--- src/rtl/mem_stage_lsu_pkg.sv ---
// Shared types and helpers for the MEM-stage load/store unit.
package mem_stage_lsu_pkg;

  localparam int unsigned XLEN  = 32;
  localparam int unsigned CNT_W = 32;

  typedef enum logic [1:0] {IDLE, REQ, WAIT, DONE} lsu_state_e;

  localparam logic [2:0] LS_B  = 3'b000;
  localparam logic [2:0] LS_H  = 3'b001;
  localparam logic [2:0] LS_W  = 3'b010;
  localparam logic [2:0] LS_BU = 3'b100;
  localparam logic [2:0] LS_HU = 3'b101;

  typedef struct packed {
    logic [XLEN-1:0] loadData;
    logic            memExc;
    logic            busErr;
  } MEMStageLSUType;

  function automatic logic [3:0] store_be(input logic [2:0] f3, input logic [1:0] off);
    case (f3)
      LS_B:    store_be = 4'b0001 << off;
      LS_H:    store_be = 4'b0011 << {off[1], 1'b0};
      default: store_be = 4'b1111;
    endcase
  endfunction

  function automatic logic [XLEN-1:0] store_data(input logic [2:0] f3, input logic [XLEN-1:0] d);
    case (f3)
      LS_B:    store_data = {4{d[7:0]}};
      LS_H:    store_data = {2{d[15:0]}};
      default: store_data = d;
    endcase
  endfunction

  // Reserved size codes, sized accesses with an unaligned address, or unsigned stores.
  function automatic logic access_bad(input logic [2:0] f3, input logic [1:0] off,
                                      input logic rd, input logic wr);
    logic illegal_f3;
    logic misaligned;
    illegal_f3 = (f3 == 3'b011) || (f3[2:1] == 2'b11);
    misaligned = ((f3[1:0] == 2'b01) && off[0]) || ((f3 == LS_W) && (off != 2'b00));
    access_bad = (rd && wr) || illegal_f3 || (wr && f3[2]) || misaligned;
  endfunction

endpackage

--- src/rtl/mem_stage_lsu_load_align.sv ---
// Aligns a bus read word to the access offset and extends it to 32 bits.
module lsu_load_align
  import mem_stage_lsu_pkg::*;
(
  input  logic [XLEN-1:0] dmRData,
  input  logic [1:0]      offset,
  input  logic [2:0]      funct3,
  output logic [XLEN-1:0] loadData
);

  logic [XLEN-1:0] sh;

  assign sh = dmRData >> {offset, 3'b000};

  always_comb begin
    loadData = sh;
    case (funct3)
      LS_B:    loadData = {{24{sh[7]}}, sh[7:0]};
      LS_H:    loadData = {{16{sh[15]}}, sh[15:0]};
      LS_BU:   loadData = {24'b0, sh[7:0]};
      LS_HU:   loadData = {16'b0, sh[15:0]};
      default: loadData = sh;
    endcase
  end

endmodule

--- src/rtl/mem_stage_lsu.sv ---
// MEM-stage load/store unit: single-beat data-bus master with alignment, faults and timeout.
module mem_stage_lsu
  import mem_stage_lsu_pkg::*;
#(
  parameter int unsigned BUS_TIMEOUT = 255
) (
  input  logic            clk,
  input  logic            arst,
  input  logic            exValid,
  input  logic            memRead,
  input  logic            memWrite,
  input  logic [2:0]      funct3,
  input  logic [XLEN-1:0] addr,
  input  logic [XLEN-1:0] storeData,
  input  logic            flush,
  output logic            dmReq,
  output logic            dmWe,
  output logic [XLEN-1:0] dmAddr,
  output logic [3:0]      dmBe,
  output logic [XLEN-1:0] dmWData,
  input  logic            dmGnt,
  input  logic            dmRValid,
  input  logic [XLEN-1:0] dmRData,
  output logic            lsuStall,
  output logic            lsuDone,
  output logic [XLEN-1:0] loadData,
  output logic            memExc,
  output logic            busErr,
  output logic [XLEN-1:0] excAddr
);

  lsu_state_e      state;
  logic [2:0]      fn_q;
  logic [1:0]      off_q;
  logic            kill_q;
  logic [CNT_W-1:0] cnt_q;
  MEMStageLSUType  res_q;

  logic             start_c;
  logic             bad_c;
  logic             tmo_c;
  logic [CNT_W-1:0] cnt_nxt;
  logic [XLEN-1:0]  fmt_c;

  assign start_c  = (state == IDLE) && exValid && (memRead || memWrite) && !flush;
  assign bad_c    = access_bad(funct3, addr[1:0], memRead, memWrite);
  assign cnt_nxt  = cnt_q + CNT_W'(1);
  assign tmo_c    = (BUS_TIMEOUT != 0) && (cnt_nxt >= CNT_W'(BUS_TIMEOUT));
  assign lsuStall = start_c || (state == REQ) || (state == WAIT);

  assign loadData = res_q.loadData;
  assign memExc   = res_q.memExc;
  assign busErr   = res_q.busErr;

  lsu_load_align u_align (
    .dmRData  (dmRData),
    .offset   (off_q),
    .funct3   (fn_q),
    .loadData (fmt_c)
  );

  // State, bus and result registers; a flushed op is tracked by kill_q and retires silently.
  always_ff @(posedge clk or posedge arst) begin
    if (arst) begin
      state   <= IDLE;
      fn_q    <= '0;
      off_q   <= '0;
      kill_q  <= 1'b0;
      cnt_q   <= '0;
      res_q   <= '0;
      dmReq   <= 1'b0;
      dmWe    <= 1'b0;
      dmAddr  <= '0;
      dmBe    <= '0;
      dmWData <= '0;
      lsuDone <= 1'b0;
      excAddr <= '0;
    end else begin
      lsuDone <= 1'b0;
      case (state)
        IDLE: begin
          if (start_c) begin
            res_q.memExc <= bad_c;
            res_q.busErr <= 1'b0;
            fn_q    <= funct3;
            off_q   <= addr[1:0];
            kill_q  <= 1'b0;
            cnt_q   <= '0;
            dmWe    <= memWrite;
            dmAddr  <= {addr[31:2], 2'b00};
            dmBe    <= store_be(funct3, addr[1:0]);
            dmWData <= store_data(funct3, storeData);
            if (bad_c) begin
              excAddr <= addr;
              lsuDone <= 1'b1;
              state   <= DONE;
            end else begin
              dmReq <= 1'b1;
              state <= REQ;
            end
          end
        end
        REQ: begin
          if (dmGnt) begin
            dmReq <= 1'b0;
            cnt_q <= cnt_nxt;
            if (!dmWe) begin
              kill_q <= flush;
              state  <= WAIT;
            end else if (flush) begin
              state <= IDLE;
            end else begin
              lsuDone <= 1'b1;
              state   <= DONE;
            end
          end else if (flush) begin
            dmReq <= 1'b0;
            state <= IDLE;
          end else if (tmo_c) begin
            dmReq        <= 1'b0;
            res_q.busErr <= 1'b1;
            excAddr      <= {dmAddr[31:2], off_q};
            lsuDone      <= 1'b1;
            state        <= DONE;
          end else begin
            cnt_q <= cnt_nxt;
          end
        end
        WAIT: begin
          kill_q <= kill_q || flush;
          if (dmRValid) begin
            if (kill_q || flush) begin
              state <= IDLE;
            end else begin
              res_q.loadData <= fmt_c;
              lsuDone        <= 1'b1;
              state          <= DONE;
            end
          end else if (tmo_c) begin
            if (kill_q || flush) begin
              state <= IDLE;
            end else begin
              res_q.busErr <= 1'b1;
              excAddr      <= {dmAddr[31:2], off_q};
              lsuDone      <= 1'b1;
              state        <= DONE;
            end
          end else begin
            cnt_q <= cnt_nxt;
          end
        end
        DONE:    state <= IDLE;
        default: state <= IDLE;
      endcase
    end
  end

endmodule

--- config.mk ---
export PLATFORM = sky130hd
export DESIGN_NAME = mem_stage_lsu
export DESIGN_NICKNAME = d
export VERILOG_FILES = /design/src/rtl/mem_stage_lsu_pkg.sv /design/src/rtl/mem_stage_lsu_load_align.sv /design/src/rtl/mem_stage_lsu.sv
export SDC_FILE = /design/constraint.sdc
export NUM_CORES = 1
export LEC_CHECK = 0
export CORE_MARGIN = 2
export CORE_UTILIZATION = 50
export CTS_CLUSTER_DIAMETER = 120
export DETAILED_ROUTE_END_ITERATION = 8
export PLACE_DENSITY = 0.82
export SETUP_SLACK_MARGIN = 0.15
export SYNTH_ARGS = -nofsm -noshare
export SYNTH_HDL_FRONTEND = slang
export SYNTH_HIERARCHICAL = 1
export SYNTH_SLANG_ARGS = --single-unit
export TNS_END_PERCENT = 30
--- constraint.sdc ---
create_clock -name clk -period 8.1 [get_ports clk]
set_clock_uncertainty 0.05 [all_clocks]
set_input_delay 2.025 -clock clk [delete_from_list [all_inputs] [get_ports clk]]
set_output_delay 2.025 -clock clk [all_outputs]
set_load 0.01 [all_outputs]
Word-level counts from Yosys, hierarchy flattened
Cells that the tools add are included. Widths: inputs -> output; s select.

Register bits: 175. Logic and storage cells: 135.

$add $sub $neg: 1. Order comparisons: 1. Eq/ne operators: 25. Shift operators: 3. Muxes and demuxes: 58. Bitwise logic cells: 1. Reduce and logical (&&, ||, !) cells: 31.

Operators by type and width (count): $mux 32 (13); $pmux 32 s3 (2); $pmux 32 s4 (1); $pmux 32 s2 (1); $add 32x1->32 const B (1); $ge 32x8->1 const B (1); $shr 32x5->32 (1); $mux 1 (25); $ne 2x2->1 const B (11); $mux 2 (10); $reduce_and 4->1 (3); $logic_or 1x1->1 (9); $pmux 1 s3 (3); $reduce_and 9->1 (1); $pmux 2 s4 (1); $pmux 4 s2 (1); $reduce_and 8->1 (1); $logic_and 1x1->1 (7); $eq 2x2->1 const B (3); $eq 3x1->1 const B (2); $eq 3x2->1 const B (2); $eq 3x3->1 const B (2); $logic_not 3->1 (2); $ne 3x3->1 const B (2); 12 further kinds (15).

Logic depth before layout (Yosys ltp)
Depth in word-level cells: 8. Gate-level depth with buffers: 13. Gate-level depth less buffers: 11.

By module
The synthesis kept the hierarchy.

Modules (own cells, without submodules): mem_stage_lsu (times used 1, cells each 910, area an instance 8898.5 um2); lsu_load_align (times used 1, cells each 107, area an instance 694.4 um2).

Least setup slack after synthesis
Ideal clock, no wire load.

Kind: input to output. Start: in flush. End: out lsuStall. Arrival: 2954 ps. Data required time: 6025 ps. Setup slack: 3071 ps. Stages: 3. Buffers on the path: 1. Cell sequence: clkbuf_1 -> nor3_1 -> or3_1.

Word-level cells in the longest chain between the ends: 4.

RTL lines: from (decl) (RTL line mem_stage_lsu.sv:15) `input logic flush,`; $logic_not 1->1 (RTL line mem_stage_lsu.sv:45) `assign start_c = (state == IDLE) && exValid && (memRead || memWrite) && !flush;`; $logic_and 1x1->1 (RTL line mem_stage_lsu.sv:45); $logic_or 1x1->1 (2 in a row) (RTL line mem_stage_lsu.sv:49) `assign lsuStall = start_c || (state == REQ) || (state == WAIT);`; to (decl) (RTL line mem_stage_lsu.sv:24) `output logic lsuStall,`.

No other way between the ends.

Final worst setup path
Start: in memWrite. End: out lsuStall.

Word-level cells in the longest chain between the ends: 5.

RTL lines: from (decl) (RTL line mem_stage_lsu.sv:11) `input logic memWrite,`; $logic_or 1x1->1 (RTL line mem_stage_lsu.sv:45); $logic_and 1x1->1 (2 in a row) (RTL line mem_stage_lsu.sv:45); $logic_or 1x1->1 (2 in a row) (RTL line mem_stage_lsu.sv:49).

No other way between the ends.

==> results_dict.tcl <==
set metrics [dict create \
    max_slew_violation_count 0 \
    worst_pin_slew_ns 1.08 \
    synth_area_leaders "sky130_fd_sc_hd__dfrtp_1 (46%), sky130_fd_sc_hd__mux2_2 (12%), sky130_fd_sc_hd__nand2_1 (8.6%)" \
    placedInstanceArea_um2 12100 \
    netlist_instances 1017 \
    hold_slack_ns 0.433 \
    ctsRootBufferMaster "sky130_fd_sc_hd__clkbuf_16" \
    drt_drc_violations_left 0 \
    critPathMaxFanout 3 \
    met3_usage_pct 9.39 \
    setup_viol_count_final 0 \
    status "complete, no violations" \
    clk_path_buf_depth 2 \
    cp-start-kind "primary input" \
    groute.usage.overall_pct 27.5 \
    cts_hold_repair.buffers 0 \
    max_cap_violations 0 \
    portBuffers 242 \
    synth-seq-cells 175 \
    stdcell_area_um2 12700 \
    antenna-diode-count 0 \
    starting_utilization_of_the_core_area_pct 51.1 \
    critPathArrivalTime_ns 3.80 \
    via_count 8430 \
    timing_hold_violations_final 0 \
    holdCritPathClass "reg2reg" \
    first_pass_grt_wire_length_um 44300 \
    power_density_nw_per_um2 364 \
    leakage_nw 5.50 \
    ys_seq_area_share_pct 45.7 \
    globalRouteMet1Util_pct 34.8 \
    antenna_found_initial 0 \
    final_util_pct 67.6 \
    grt_max_degree 96 \
    cts_repair_resize_count 0 \
    yosysTopAreaCellShare_pct 45.7 \
    postSynth.asyncResetShare_pct 100 \
    avgSynthCellArea_um2 9.43 \
    fp.dieArea_um2 20300 \
    number_of_global_route_vias_before_repair 8421 \
    min_path_cells 2 \
    crit_required_ns 6.03 \
    tritoncts "yes" \
    post_route_cells_drive_above_1_share_pct 13.3 \
    synth.lib_cells_used.distinct 74 \
    clock_sink_count 175 \
    synth_top_cell_by_area "sky130_fd_sc_hd__dfrtp_1" \
    synth.most_common_cell "sky130_fd_sc_hd__nand2_1" \
    ys_warn_count 6 \
    die_h_um 143 \
    pin_count 245 \
    initialDrtViolationCount 616 \
    rows 50 \
    fmax_ghz 0.170 \
    numCtsBuffers 17 \
    detailed_routing_iterations_pass_1 5 \
    global_route.overflow_total 0 \
    die_w_um 143 \
    end_kind "output pin" \
    multi_input_comb_area_um2 4860 \
    synth-main-ff-cell "sky130_fd_sc_hd__dfrtp_1" \
    ys_top_cells_by_count "sky130_fd_sc_hd__nand2_1 (220), sky130_fd_sc_hd__dfrtp_1 (175), sky130_fd_sc_hd__mux2_2 (98)" \
    post_cts.repair.setup_buffers 0 \
    nNetsFinal 1332 \
    timing.setup.critical_path_class "in2out" \
    max_vdd_drop_v 0.000220 \
    clock_pin_slew_on_the_worst_setup_and_hold_paths_ns 0.07 \
    gp_congestion 0.884 \
    place_hpwl_um 19100 \
    drt-wirelength-per-cell_um 18.7 \
    syn2layout_area_growth_pct 32.3 \
    synth_area_um2 9590 \
    totalNegativeSetupSlack_ns 0 \
    top_usage_layer "met2" \
    relSlewSlack_pct 28.0 \
    routed_wl_um 27500 \
    clock_insertion_delay_worst_skew_ns 0.44 \
    sequential_cell_area_um2 4380 \
    groute.layer.met2.usage_pct 44.7 \
    via_per_inst 5.75 \
    postRouteAntennaNets 0 \
    count_of_h_tree_levels_built_during_cts 4 \
    rsz0062_at_grt "no" \
    timing.final.crit_share_pct 72.6 \
    fill_cells 1452 \
    core_region_area_um2 18800 \
    shortest_clock_period_the_worst_path_allows_after_layout_ns 5.88 \
    timing.reg2reg.worst_path_depth 9 \
    synth_edf_count 0 \
]
==> power breakdown <==
part	switching, mW	total, mW	internal [mW]
logic	1.11	2.32	1.21
registers	0.241	1.47	1.22
clock network	0.400	0.840	0.441
total	1.75	4.63	2.87
==> cell usage in the layout (no fill, tap or decap), types with 4 or more instances in the layout <==
| cell type | instances |
|---|---|
| sky130_fd_sc_hd__mux2_2 | 98 |
| sky130_fd_sc_hd__mux2i_1 | 48 |
| sky130_fd_sc_hd__nand3_1 | 26 |
| sky130_fd_sc_hd__nand2_1 | 220 |
| sky130_fd_sc_hd__buf_4 | 11 |
| sky130_fd_sc_hd__a211oi_1 | 16 |
| sky130_fd_sc_hd__nand2b_1 | 4 |
| sky130_fd_sc_hd__dfrtp_1 | 175 |
| sky130_fd_sc_hd__and2_1 | 4 |
| sky130_fd_sc_hd__nor2b_1 | 12 |
| sky130_fd_sc_hd__nor4_1 | 4 |
| sky130_fd_sc_hd__nand4_1 | 15 |
| sky130_fd_sc_hd__nor3_1 | 14 |
| sky130_fd_sc_hd__clkdlybuf4s50_1 | 242 |
| sky130_fd_sc_hd__ha_1 | 6 |
| sky130_fd_sc_hd__or4_1 | 4 |
| sky130_fd_sc_hd__inv_8 | 4 |
| sky130_fd_sc_hd__o31ai_1 | 4 |
| sky130_fd_sc_hd__or3_1 | 4 |
| sky130_fd_sc_hd__and3_1 | 18 |
| sky130_fd_sc_hd__nor2_1 | 64 |
| sky130_fd_sc_hd__a221o_1 | 11 |
| sky130_fd_sc_hd__o21ai_0 | 69 |
| sky130_fd_sc_hd__o211ai_1 | 6 |
| sky130_fd_sc_hd__clkbuf_16 | 17 |
| sky130_fd_sc_hd__a22o_1 | 11 |
| sky130_fd_sc_hd__a21oi_1 | 17 |
| sky130_fd_sc_hd__xnor2_1 | 5 |
| sky130_fd_sc_hd__a31oi_1 | 8 |
| sky130_fd_sc_hd__inv_1 | 16 |
| sky130_fd_sc_hd__inv_6 | 7 |
==> metal layers <==
metal  part of all wire, %  vias to the layer above
met3                   9.4                       52
met4                   2.3                        0
met5                     0                        -
li1                      -                     3987
met2                    47                      327
met1                    41                     4064
==> cell families (layout without fill, tap and decap cells) <==
kind of cell / count (synthesis) / count (layout) / share of synthesized area [%]
flip-flops: 175 / 175 / 45.7
AO/OA/AOI/OAI: 179 / 179 / 12.6
buffers and inverters: 88 / 302 / 4.03
multiplexers: 146 / 146 / 16.5
adder cells (fa/ha/maj): 6 / 6 / 0.783
XOR/XNOR: 7 / 7 / 0.639
other: 1 / 2 / 0.0391
AND/OR/NAND/NOR: 415 / 415 / 19.7
==> flip-flops by register name, indices dropped and copies added, names as in the netlist <==
name / cells
dmAddr: 30
cnt_q: 32
dmWData: 32
dmReq: 1
busErr: 1
dmBe: 4
lsuDone: 1
dmWe: 1
excAddr: 32
state: 2
memExc: 1
kill_q: 1
off_q: 2
loadData: 32
fn_q: 3
==> final timing paths <==
check                                to   startpoint  slack [ns]
min in group asynchronous   loadData[6]         arst        1.88
min                         dmWData[10]  dmWData[10]        0.43
min reg2reg                 dmWData[10]  dmWData[10]        0.43
max reg2reg                   cnt_q[25]    cnt_q[20]        3.74
max in group asynchronous  loadData[23]         arst        4.83
max                            lsuStall     memWrite        2.22
==> worst max-delay path, cell delays in order <==
cell,delay [ns]
sky130_fd_sc_hd__clkdlybuf4s50_1,0.51
sky130_fd_sc_hd__nor2_1,0.29
sky130_fd_sc_hd__nor3_2,0.08
sky130_fd_sc_hd__or3_1,0.38
sky130_fd_sc_hd__clkdlybuf4s50_1,0.51
==> final cells by class <==
type / instances / share of cell area (%)
Inverter: 17 / 0.542
Timing Repair Buffer: 253 / 19.7
Clock inverter: 15 / 1.31
Sequential cell: 175 / 34.5
Tap cell: 234 / 2.31
Multi-Input combinational cell: 755 / 38.3
Clock buffer: 17 / 3.35
==> stage by stage <==
step	std cells	setup WS, ns	total power [mW]
2_1_floorplan	1018	1.28	2.73
3_3_place_gp	1434	2.20	3.72
3_5_place_dp	1434	2.23	3.78
4_1_cts	1466	2.23	4.64
5_1_grt	1466	2.18	4.88
6_report	1466	2.22	4.63
Note: power is estimated with default switching activity, not from simulation.
